===== config.mk =====
export PLATFORM = sky130hd
export DESIGN_NAME = ysyx_22050854_pc_bpu
export DESIGN_NICKNAME = d
export VERILOG_FILES = /design/src/rtl/ysyx_22050854_pc_bpu.sv
export SDC_FILE = /design/constraint.sdc
export NUM_CORES = 1
export LEC_CHECK = 0
export CAP_MARGIN = 15
export CORE_UTILIZATION = 45
export DETAILED_ROUTE_END_ITERATION = 10
export GPL_ROUTABILITY_DRIVEN = 1
export PLACE_DENSITY_LB_ADDON = 0.1
export SLEW_MARGIN = 10
export SYNTH_ARGS = -nofsm -noshare
export SYNTH_HDL_FRONTEND = slang
export SYNTH_SLANG_ARGS = --single-unit

===== constraint.sdc =====
create_clock -name clock -period 14.35 [get_ports clock]
set_input_delay 2.87 -clock clock [delete_from_list [all_inputs] [get_ports clock]]
set_output_delay 2.87 -clock clock [all_outputs]
set_load 0.01 [all_outputs]

===== src/rtl/ysyx_22050854_pc_bpu.sv =====
// rtl/ysyx_22050854_pc_bpu.sv - fetch PC register with BTB-based next-PC prediction
// Holds the fetch PC, predicts the next one from a direct-mapped BTB and redirects on mispredict or trap.
module ysyx_22050854_pc_bpu #(
  parameter int              XLEN      = 32,
  parameter logic [XLEN-1:0] RESET_PC  = XLEN'(32'h80000000),
  parameter int              BTB_DEPTH = 16,
  parameter int              CNT_BITS  = 2
) (
  input  logic            clock,
  input  logic            reset,
  input  logic            stall,
  output logic [XLEN-1:0] pc,
  output logic            pred_taken,
  output logic [XLEN-1:0] pred_target,
  input  logic            res_valid,
  input  logic [XLEN-1:0] res_pc,
  input  logic            res_taken,
  input  logic [XLEN-1:0] res_target,
  input  logic            res_pred_taken,
  input  logic [XLEN-1:0] res_pred_target,
  input  logic            csr_redirect,
  input  logic [XLEN-1:0] csr_pc,
  output logic            mispredict,
  output logic [31:0]     mispredict_cnt
);

  localparam int IDX_W = $clog2(BTB_DEPTH);
  localparam int TAG_W = XLEN - IDX_W - 2;
  localparam logic [CNT_BITS-1:0] CNT_MAX  = '1;
  localparam logic [CNT_BITS-1:0] CNT_INIT = CNT_BITS'(1) << (CNT_BITS - 1);

  logic                btb_valid  [BTB_DEPTH];
  logic [TAG_W-1:0]    btb_tag    [BTB_DEPTH];
  logic [XLEN-1:0]     btb_target [BTB_DEPTH];
  logic [CNT_BITS-1:0] btb_cnt    [BTB_DEPTH];

  logic [IDX_W-1:0] f_idx, r_idx;
  logic [TAG_W-1:0] f_tag, r_tag;
  logic             f_hit, r_hit;
  logic [XLEN-1:0]  next_pc;

  assign f_idx = pc[IDX_W+1:2];
  assign f_tag = pc[XLEN-1:IDX_W+2];
  assign r_idx = res_pc[IDX_W+1:2];
  assign r_tag = res_pc[XLEN-1:IDX_W+2];

  // Lookups read the array before this edge's update lands.
  assign f_hit       = btb_valid[f_idx] && (btb_tag[f_idx] == f_tag);
  assign r_hit       = btb_valid[r_idx] && (btb_tag[r_idx] == r_tag);
  assign pred_taken  = f_hit && btb_cnt[f_idx][CNT_BITS-1];
  assign pred_target = pred_taken ? btb_target[f_idx] : pc + XLEN'(4);

  assign mispredict = res_valid &&
                      ((res_taken != res_pred_taken) ||
                       (res_taken && res_pred_taken && (res_target != res_pred_target)));

  always_comb begin
    next_pc = pred_target;
    if (csr_redirect)    next_pc = csr_pc;
    else if (mispredict) next_pc = res_taken ? res_target : res_pc + XLEN'(4);
    else if (stall)      next_pc = pc;
  end

  always_ff @(posedge clock) begin
    if (reset) begin
      pc             <= RESET_PC;
      mispredict_cnt <= '0;
      for (int i = 0; i < BTB_DEPTH; i++) btb_valid[i] <= 1'b0;
    end else begin
      pc <= next_pc;
      if (mispredict) mispredict_cnt <= mispredict_cnt + 32'd1;
      if (res_valid) begin
        if (r_hit) begin
          if (res_taken) begin
            btb_target[r_idx] <= res_target;
            if (btb_cnt[r_idx] != CNT_MAX) btb_cnt[r_idx] <= btb_cnt[r_idx] + CNT_BITS'(1);
          end else if (btb_cnt[r_idx] != '0) begin
            btb_cnt[r_idx] <= btb_cnt[r_idx] - CNT_BITS'(1);
          end
        end else if (res_taken) begin
          btb_valid[r_idx]  <= 1'b1;
          btb_tag[r_idx]    <= r_tag;
          btb_target[r_idx] <= res_target;
          btb_cnt[r_idx]    <= CNT_INIT;
        end
      end
    end
  end

endmodule


# Yosys cells after proc, flatten, opt, wreduce, memory -nomap -nowiden
# Memory sizes are Yosys's and may differ from the RTL's. A register that Yosys moved wholly into a read port is not among the register bits.
# Index checks and enable logic that the tools add are counted.
# totals
regBits	64
mem_bits_rw	976
out_inout_bits	98
wordCells	71
n_memories	4
# memory_table
memory	words	word_bits	rd	rd_clocked_by_memory_dff	write_ports	line_no	source
btb_target	16	32	1	1	1	34	logic [XLEN-1:0] btb_target [BTB_DEPTH];
btb_tag	16	26	2	1	1	33	logic [TAG_W-1:0] btb_tag [BTB_DEPTH];
btb_cnt	16	2	2	1	1	35	logic [CNT_BITS-1:0] btb_cnt [BTB_DEPTH];
btb_valid	16	1	2	1	16	32	logic btb_valid [BTB_DEPTH];
# classes
add_sub_neg	5
n_eq_ne	6
muxes	42
n_bitwise	3
n_reduce_logical	9
# op_table
op	n
$mux W32	6
$add A32 B3 Y32 const B	2
$eq A26 B26 Y1	2
$mux W4	9
$add A32 B1 Y32 const B	1
$ne A32 B32 Y1	1
$mux W1	25
$logic_and A1 B1 Y1	6
$mux W2	2
$ne A3 B1 Y1 const B	1
$or A1 B1 Y1	3
$add A2 B1 Y2 const B	1
$ne A2 B2 Y1 const B	1
$reduce_bool A2 Y1	1
$sub A2 B1 Y2 const B	1
$logic_or A1 B1 Y1	1
$ne A1 B1 Y1	1
$reduce_or A1 Y1	1

# Depth between registers and ports, before layout
# An unclocked memory read counts as a cell.
# depth
word_depth	10
depth_mapped	15
mapped_depth_nobuf	10

# Least setup slack after synthesis
# Ideal clock, no wire load.
# synth_path
path_type	in2reg
startpoint	input res_pc[2]
endpoint	memory btb_tag[0][0] (netlist bit) (enable)
setup_time_ns	0.409
t_arrival_ns	6.667
t_required_ns	13.941
path_slack_ns	7.274
path_stages	12
path_buffers	4
path_cell_list	buf_2 buf_2 mux4_2 mux4_2 xnor2_1 nor3_1 nand4_1 clkbuf_1 nor2b_1 clkbuf_1 nand2_1 nor2_1
# synth_via
elab_chain_len	7
elab_cells_between_ends	8
# synth_rtl
item	line_no	source
start, declared	16	input logic [XLEN-1:0] res_pc,
$mem_v2 Z16 W26	n/a	
$eq A26 B26 Y1	49	assign r_hit = btb_valid[r_idx] && (btb_tag[r_idx] == r_tag);
$logic_and A1 B1 Y1	49	
$mux W1	73	if (r_hit) begin
$mux W1	72	if (res_valid) begin
$mux W1	65	if (reset) begin
$mux W1 (not written as such)	82	btb_tag[r_idx] <= r_tag;
end, declared	33	
# Several ways; a longest one is shown, not always the timed one.

==> results.txt <==
- In the final design database the tool counted around 3.0k nets.
- Maximum number of pins on one net before global-route repair: 120
- The count of nets left with antenna violations once routing finished came out at 0.
- Detailed-route DRC error count: 0
- Global-route usage over all layers: 0.279
- Setup TNS: 0 ns
- Final weighted congestion of routability-driven global placement: ~0.9
* CP peak stage delay: about 0.9 ns
* Yosys warning count: 0
* Ratio of cells with drive above 1 in the final layout: 0.257
* Dpl hpwl: between 90 and 100 mm
* Prevailing post-synth register cell: edfxtp_1
* Path category of the worst min-delay check: flip-flop to flip-flop
- Leading cell types by total area after synthesis: edfxtp_1 (61%), mux4_2 (19%), dfxtp_1 (3.6%)
- Of the post-synthesis cell area, the dominant cell type holds 0.615.
- Cell taking the most area after synthesis: edfxtp_1
- Data required time at the worst endpoint: 11.48 ns
* Total Die Area: ~110000 um^2
* Total number of H-tree levels: 3
- The kind of cell with the highest combined delay along the critical path is buffers and inverters.
- Of the synthesized area, sequential elements account for 0.650.
* Horizontal extent of the die: 325 um
- Antenna violations before repair: 10
- Prior to clock tree synthesis, the placed netlist has a worst setup slack of 5.00 ns.
- The synthesized netlist contains 76 unique library cells.
- After clock tree synthesis, the clock-pin slew on the worst setup and hold paths is about 0.060 ns.
- The worst path needs approximately 10 ns of the cycle, external delays included.
* Setup Buffers After CTS: 0
- A synthesized cell averages about 18 um^2.
* Via/cell ratio: between 6 and 7
- Startpoint of the tightest hold check path: btb_valid[1]
- Yosys mapped a number of flops with a built-in enable equal to 960.
* Bufs and invs on worst path: 3
- Once the clock tree was built, the resizer swapped 0 gates to a different size.
- In this run the cell area of the synthesized design comes to around 47000 um^2.
- For this run, asynchronously set or reset flops after synthesis account for 0.
* Transition time at the pin with the least slew margin: approximately 1.1 ns
* DRT Wirelength: between 100 and 150 mm
- The via count of the first global-routing pass was between 20k and 30k.
* Critical Path Slowest Stage Cell: dfxtp_4
* Startpoint kind of the worst setup timing path: flip-flop
* Via count: about 27k
- The flow ran to the end, and the final reports show no timing, DRC or antenna violations.
- Count of endpoints failing hold in the final timing report: 0
- The count of final max-slew check failures was 0.
- The die is roughly 320 um tall.
- Reported max-cap violation count: 0
- For this block, wires on met1 add up to 58.8 mm.
* Starting utilization of the core area: 0.453
- Synthesized netlist cell count: 2560
- Hold buffers post-CTS: 0
- Clock Tree Root: clkbuf_16
* DRT iter0 DRCs: roughly 3.0k
- At the worst endpoint, the arrival time is approximately 7.5 ns.
- List of cells traversed by the critical path: buf_12 > mux4_2 > mux2i_1 > mux2i_1 > xnor2_1 > nand4_1 > nor4_4 > nand2_4 > inv_1 > o21ai_0 > clkdlybuf4s50_1
* Worst Hold Margin: about 0.47 ns
- edfxtp_1 is the most common cell in the netlist.
* Setup-failing EPs final: 0
- Leakage power total: 17.2 nW
- For this run, the share of the core covered by cells in the final layout is 0.528.
- The longest clock path from root to sink contains 3 buffers.
- The first detailed-routing pass ran for 6 iterations.
- Per-cell routed wire length: approximately 34 um
- Std cell rows: ~120
* Final worst clock skew: 0.0452 ns
- VDD sags by at most roughly 97 uV.
- In this design, the critical path's most frequently occurring cell is mux2i_1.
- Top layer in use: met5
* Clock network latency to the later pin of the worst-skew pair: around 0.7 ns
* Period utilization: 0.726
* Timing-limited maximum frequency: between 90 and 100 MHz
- Unrepaired setup endpoints after global routing: false
- Clock tree synthesis inserted a total of between 100 and 150 buffers.
- Ranking of synthesized cells by instance count: edfxtp_1 (960), mux4_2 (406), xnor2_1 (124)
* Number of placed I/O pins: roughly 230
- The critical path in this run is classified as flip-flop to output port.
- Number of I/O port buffers: between 200 and 250
* Category of the worst setup path capture point: output port
- Synth Register Bits: 1044
- Setup slack of the critical path after layout: 3.94 ns
- Area grow syn2layout: 16.4%
- TritonCTS built the clock tree.
- Summed over all nets, wire length on met3 after detailed routing comes to roughly 16 mm.
- Synthesized Nets: 2702
* Total met2 wirelength after detailed routing: slightly below 70 mm
- Pwr Density: roughly 130 nW/um^2
- The total area inside the core boundary comes to a little over 100000 um^2.
- Worst relative slew slack: 0.240
- Highest net fanout along the worst path: roughly 120
* Global route total overflow: 0
* First-pass GRT wire length: 208 mm
- The clock drives between 1k and 1.5k sinks.
==> placed cells by master (no fill, tap or decap), types with 58 or more instances in the layout <==
cell             count
o21ai_0             58
mux4_2             406
mux2i_1             76
xnor2_1            124
nand2_1             88
edfxtp_1           960
nor2_1              73
buf_4               85
clkdlybuf4s50_1    226
clkbuf_16          113
dfxtp_1             80
==> final timing paths <==
path | depth (start not counted) | end | slack, ns
setup / recovery | 11 | pred_target[29] | 3.94
setup reg to reg | 11 | pc[27] | 7.72
hold / removal | 1 | btb_valid[1] | 0.47
hold reg to reg | 1 | btb_valid[1] | 0.47
==> sequential cells by signal (all words and copies together), names as in the netlist, named ones only <==
register	flops
btb_target	512
mispredict_cnt	32
btb_valid	16
btb_cnt	32
btb_tag	416
pc	32
==> layout make-up <==
cell class	instances	area [um^2]
Fill cell	8229	48900
Tap cell	1380	1730
Sequential cell	1044	30500
Clock inverter	71	683
Inverter	32	123
Antenna cell	6	15.0
Timing Repair Buffer	318	2970
Multi-Input combinational cell	1311	15600
Clock buffer	141	2980
==> report_power, final <==
group	internal [W]	switching, W	leakage [nW]
sequential	0.00335	0.0000526	9.32
combinational	0.000325	0.000398	6.09
clock	0.00164	0.00123	1.79
total	0.00532	0.00168	17.2
==> through the flow <==
step	power [W]	area, um^2	instances
CTS	0.00704	54600	4297
floorplan	0.00387	46900	2560
global placement	0.00418	50900	4085
finish	0.00700	54600	4303
detailed placement	0.00418	50900	4085
global route	0.00718	54600	4300
==> metal layers <==
layer	vias up	track usage
li1	11069	-
met1	14457	0.376
met2	1460	0.431
met3	248	0.0915
met4	8	0.0860
met5	-	0
==> cell families after synthesis <==
kind of cell	synth area share
muxes	0.219
AOI/OAI and AO/OA	0.0322
and+or+nand+nor	0.0441
DFF	0.650
adders and majority gates	0.00187
buffers and inverters	0.0221
xor gates and xnor gates	0.0300
Power figures use the tool's default switching activity.
